`config.mk`:
```
export PLATFORM = sky130hd
export DESIGN_NAME = pingpong_window_feed
export DESIGN_NICKNAME = d
export VERILOG_FILES = /design/src/rtl/pingpong_window_feed.sv
export SDC_FILE = /design/constraint.sdc
export NUM_CORES = 1
export LEC_CHECK = 0
export BUFFER_PORTS_ARGS = -buffer_cell sky130_fd_sc_hd__buf_2
export CAP_MARGIN = 10
export CORE_UTILIZATION = 35
export CTS_CLUSTER_SIZE = 12
export DETAILED_ROUTE_END_ITERATION = 12
export GPL_ROUTABILITY_DRIVEN = 0
export PLACE_DENSITY_LB_ADDON = 0.15
export SKIP_LAST_GASP = 1
export SLEW_MARGIN = 20
export SYNTH_ARGS = -nofsm -noshare
export SYNTH_HDL_FRONTEND = slang
export SYNTH_SLANG_ARGS = --single-unit
```
`constraint.sdc`:
```
create_clock -name clk -period 12.87 [get_ports clk]
set_clock_uncertainty 0.2 [all_clocks]
set_input_delay 1.287 -clock clk [delete_from_list [all_inputs] [get_ports clk]]
set_output_delay 1.287 -clock clk [all_outputs]
set_load 0.01 [all_outputs]
```
`src/rtl/pingpong_window_feed.sv`:
```
// Two-bank ping/pong byte-window feeder for the muxpang_pipe5 realignment stage.
// Optional sticky protocol-error flag `err` is built when PINGFEED_ERR_EN is defined.
module pingpong_window_feed #(
  parameter int BW = 8,
  parameter int NB = 16
) (
  input  logic                 clk,
  input  logic                 reset,
  input  logic                 flush,
  input  logic [BW*NB-1:0]     in_data,
  input  logic                 in_valid,
  output logic                 in_ready,
  output logic [BW*NB-1:0]     d_bus,
  output logic                 d_valid,
  output logic [$clog2(NB)-1:0] next_sft,
  input  logic                 cons_valid,
  input  logic [$clog2(NB):0]  cons_len,
  output logic [1:0]           fill_lvl
`ifdef PINGFEED_ERR_EN
  ,
  output logic                 err
`endif
);

  localparam int SW = $clog2(NB);
  localparam int DW = BW * NB;
  localparam logic [SW:0] LEN_MAX = NB[SW:0];

  logic [DW-1:0] bank_q [2];
  logic [DW-1:0] bank_d [2];
  logic [1:0]    bv_q, bv_d;
  logic          wr_sel_q, wr_sel_d;
  logic          rd_sel_q, rd_sel_d;
  logic [SW-1:0] offset_q, offset_d;

  logic          wr_fire;
  logic          cons_fire;
  logic [SW:0]   len_eff;
  logic [SW+1:0] sum;

  // All outputs are taken from flops only; nothing from the inputs reaches them.
  assign in_ready = ~bv_q[wr_sel_q];
  assign d_valid  = bv_q[rd_sel_q];
  assign d_bus    = bank_q[rd_sel_q];
  assign next_sft = offset_q;
  assign fill_lvl = {1'b0, bv_q[0]} + {1'b0, bv_q[1]};

  assign wr_fire   = in_valid & in_ready;
  assign cons_fire = cons_valid & d_valid;
  assign len_eff   = (cons_len > LEN_MAX) ? LEN_MAX : cons_len;
  assign sum       = {2'b00, offset_q} + {1'b0, len_eff};

  always_comb begin
    // NOTE: every _d gets a default first so no path leaves it unassigned (no latches).
    bank_d   = bank_q;
    bv_d     = bv_q;
    wr_sel_d = wr_sel_q;
    rd_sel_d = rd_sel_q;
    offset_d = offset_q;
    if (flush) begin
      bank_d[0] = '0;
      bank_d[1] = '0;
      bv_d      = '0;
      wr_sel_d  = 1'b0;
      rd_sel_d  = 1'b0;
      offset_d  = '0;
    end else begin
      // Carry-over into the next bank is just the low bits of the sum.
      if (cons_fire) begin
        offset_d = sum[SW-1:0];
        if (sum >= {1'b0, LEN_MAX}) begin
          bv_d[rd_sel_q] = 1'b0;
          rd_sel_d       = ~rd_sel_q;
        end
      end
      // A write only targets an empty bank, so it never collides with a release.
      if (wr_fire) begin
        bank_d[wr_sel_q] = in_data;
        bv_d[wr_sel_q]   = 1'b1;
        wr_sel_d         = ~wr_sel_q;
      end
    end
  end

  // NOTE: the bank storage is reset as well, so d_bus is a defined zero out of reset.
  always_ff @(posedge clk or posedge reset) begin
    if (reset) begin
      bank_q[0] <= '0;
      bank_q[1] <= '0;
      bv_q      <= '0;
      wr_sel_q  <= 1'b0;
      rd_sel_q  <= 1'b0;
      offset_q  <= '0;
    end else begin
      // NOTE: state is updated with non-blocking assignments only.
      bank_q[0] <= bank_d[0];
      bank_q[1] <= bank_d[1];
      bv_q      <= bv_d;
      wr_sel_q  <= wr_sel_d;
      rd_sel_q  <= rd_sel_d;
      offset_q  <= offset_d;
    end
  end

`ifdef PINGFEED_ERR_EN
  logic          err_q, err_d;
  logic [DW-1:0] prev_data_q, prev_data_d;

  assign err = err_q;

  always_comb begin
    err_d       = err_q;
    prev_data_d = in_data;
    if (flush) begin
      err_d = 1'b0;
    end else if ((cons_valid && !d_valid && cons_len != '0) ||
                 (cons_valid && cons_len > LEN_MAX) ||
                 (in_valid && !in_ready && in_data != prev_data_q)) begin
      err_d = 1'b1;
    end
  end

  always_ff @(posedge clk or posedge reset) begin
    if (reset) begin
      err_q       <= 1'b0;
      prev_data_q <= '0;
    end else begin
      err_q       <= err_d;
      prev_data_q <= prev_data_d;
    end
  end
`endif

endmodule

```
==> flow_metrics.py <==
metrics = {
    "pwr": {
        "peakVddDrop_mv": 0.105,
        "powerDensity_nw_per_um2": 140,
        "clkPwrFrac": 0.407,
        "power_leakage_nw": 7.02,
        "p_comb_frac": 0.148,
        "swShare": 0.272,
        "power.net_switching_mw": 0.559,
        "p_seq_frac": 0.444,
        "p_int_mw": 1.50,
    },
    "die": {
        "core_um2": 33900,
        "die_y_um": 188,
        "pin_count": 274,
        "die_width_um": 188,
        "start_util": 0.358,
        "die-area_um2": 35400,
        "num_rows": 67,
    },
    "cts": {
        "clk_pin_slew_worst_paths_ns": 0.06,
        "cts_sinks": 264,
        "clockBufferDepth": 3,
        "worst_skew_pair.late_latency_ns": 0.55,
        "root_buffer": "clkbuf_16",
        "htree_levels": 1,
        "cts_tree": "yes",
        "postCtsHoldBufs": 0,
        "ctsResizeCount": 0,
        "cts_setup_buffers": 0,
        "numCtsBuffers": 30,
    },
    "global_route": {
        "antenna_found_initial": 6,
        "grtUsageTotal": 0.191,
        "grt_pass1_vias": 9937,
        "grt_max_degree": 179,
        "grt_pass1_wl_mm": 54.9,
        "grt_overflow": 0,
    },
    "routing": {
        "detail-route-antenna-nets": 0,
        "num_vias": 9868,
        "drt_iter0_drc": 590,
        "dr.pass1.iters": 5,
        "post_drt_via_cell_ratio": 4.92,
        "drc": 0,
        "routedWlPerCell_um": 17.1,
        "totalWireLength_mm": 34.2,
    },
    "timing": {
        "post-route-min-period_ns": 4.57,
        "finalCritPeriodShare": 0.355,
        "layout_setup_ws_ns": 8.30,
        "rsz0062_at_grt": "no",
        "tns_ns": 0,
        "drv_slew": 0,
        "hold_viol_final": 0,
        "relSlewSlack": 0.206,
        "worst-slew-pin-transition_ns": 1.19,
        "fmax_mhz": 219,
        "setup_viol": 0,
    },
    "yosys": {
        "syn-instance-count": 1321,
        "ys_ff_latch": 264,
        "syn-num-nets": 1465,
        "synth_edf_count": 0,
        "ys_async_sr_fraction": 1.00,
        "synth-main-ff-cell": "dfrtp_1",
        "yosysMostFrequentCell": "nand2_1",
        "synth.top_cells.by_count": "nand2_1 (517), dfrtp_1 (264), a21oi_1 (260)",
        "yosysSeqAreaShare": 0.544,
        "synth_area_um2": 12100,
        "synth_top_cell_area_share": 0.544,
        "yosys.area.top_type": "dfrtp_1",
        "synth_area_per_cell_um2": 9.19,
        "synth.top_cells.by_area": "dfrtp_1 (54%), nand2_1 (16%), mux2_2 (12%)",
        "ys_types": 36,
        "ys_warn_count": 0,
    },
    "finish": {
        "multiInputGateArea_um2": 5050,
        "area_growth_pct": 21.2,
        "seqCellArea_um2": 6610,
        "drive_above_1_share": 0.299,
        "nFillCells": 3418,
        "nets": 1679,
        "final_util": 0.434,
    },
    "job": {
        "maxCapViolations": 0,
    },
    "critical_path": {
        "critPathCaptureType": "output pin",
        "crit_slowest_cell": "dfrtp_4",
        "crit_family": "flip-flops",
        "slowest_delay_ns": 1.10,
        "cp.arrival_ns": 3.08,
        "cp_num_buf_inv": 2,
        "worst-path-max-fanout": 67,
        "crit_required_ns": 11.38,
        "path_class": "reg2out",
        "worst_setup_path_start_kind": "flip-flop",
        "path_cells": "buf_4 > mux2_2 > buf_2",
    },
    "placed_design": {
        "portBuffers": 273,
        "dp_hpwl_mm": 20.1,
        "dpl_worst_slack_ns": 8.82,
    },
    "status": {
        "status": "complete, no violations",
    },
    "worst_hold_path": {
        "hold_class": "reg2reg",
    },
}
## stage by stage
step	cells	hold slack [ns]	power (mW)	area, um2
final	2006	0.317	2.06	14700
after global placement	1951	0.306	1.24	13700
after detailed placement	1951	0.311	1.24	13700
after global routing	2005	0.330	2.16	14700
after CTS	2003	0.320	2.09	14700
after floorplan	1321	0.297	1.12	12100
## final timing paths
check	startpoint	end	slack (ns)	cells past startpoint
hold / removal	bank_q[176]$_DFFE_PP0P_	bank_q[176]$_DFFE_PP0P_	0.32	2
max in group asynchronous	reset	rd_sel_q$_DFFE_PP0P_	10.14	3
min in group asynchronous	reset	bank_q[253]$_DFFE_PP0P_	0.64	2
setup / recovery	rd_sel_q$_DFFE_PP0P_	d_bus[90]	8.30	3
hold reg to reg	bank_q[176]$_DFFE_PP0P_	bank_q[176]$_DFFE_PP0P_	0.32	2
setup reg to reg	bv_q[0]$_DFF_PP0_	bank_q[209]$_DFFE_PP0P_	10.19	4
## power by group through the flow
stage / registers, mW / clock network [mW] / logic, mW
2_1_floorplan: 0.907 / 0 / 0.216
3_3_place_gp: 0.932 / 0 / 0.306
3_5_place_dp: 0.931 / 0 / 0.312
4_1_cts: 0.916 / 0.865 / 0.312
5_1_grt: 0.922 / 0.899 / 0.340
6_report: 0.915 / 0.838 / 0.306
## sequential cells by signal, summed over array words and instances (netlist names)
| register | count |
|---|---|
| bank_q | 256 |
| next_sft | 4 |
| bv_q | 2 |
| rd_sel_q | 1 |
| wr_sel_q | 1 |
## cell type report
| class | count | area share |
|---|---|---|
| repair buffers | 285 | 0.100 |
| clock inverters | 6 | 0.00417 |
| clock buffers | 46 | 0.0620 |
| diodes | 3 | 0.000510 |
| multi-input cells | 947 | 0.343 |
| flip-flops and latches | 264 | 0.449 |
| inverters | 7 | 0.00230 |
| well taps | 448 | 0.0381 |
## per-layer routing
metal,track usage,up-vias,part of all wire
met5,0,-,0.0015
met4,0.0510,8,0.024
met3,0.0380,56,0.058
met2,0.311,263,0.47
met1,0.260,4763,0.45
li1,-,4778,-
## logic make-up after synthesis
| family | synth area share |
|---|---|
| simple gates | 0.171 |
| compound gates | 0.115 |
| flops | 0.544 |
| mux | 0.121 |
| buf+inv | 0.0410 |
| fa+ha+maj | 0.00680 |
| xor+xnor | 0.000722 |
## worst register-to-register path, delay by kind of cell (launching register included)
family / cells / cell delay (ns)
AOI/OAI and AO/OA: 1 / 0.18
buffers and inverters: 1 / 0.86
DFF: 1 / 0.47
and+or+nand+nor: 2 / 0.88
## layout by cell type, fill, tap and decap left out, types with 2 or more instances in the layout
cell type / synthesis / layout
nand2_1: 517 / 517
buf_2: 65 / 272
dfrtp_1: 264 / 263
a21oi_1: 260 / 260
mux2_2: 128 / 128
clkbuf_16: 0 / 31
buf_4: 1 / 11
clkbuf_8: 0 / 9
clkbuf_1: 37 / 7
inv_1: 7 / 6
ha_1: 5 / 5
nor2b_1: 4 / 4
diode_2: 0 / 3
o21bai_1: 3 / 3
clkinv_2: 0 / 3
and3b_1: 2 / 2
a41oi_1: 2 / 2
nor2_1: 2 / 2
o21ai_0: 2 / 2
Power figures use the tool's default switching activity.
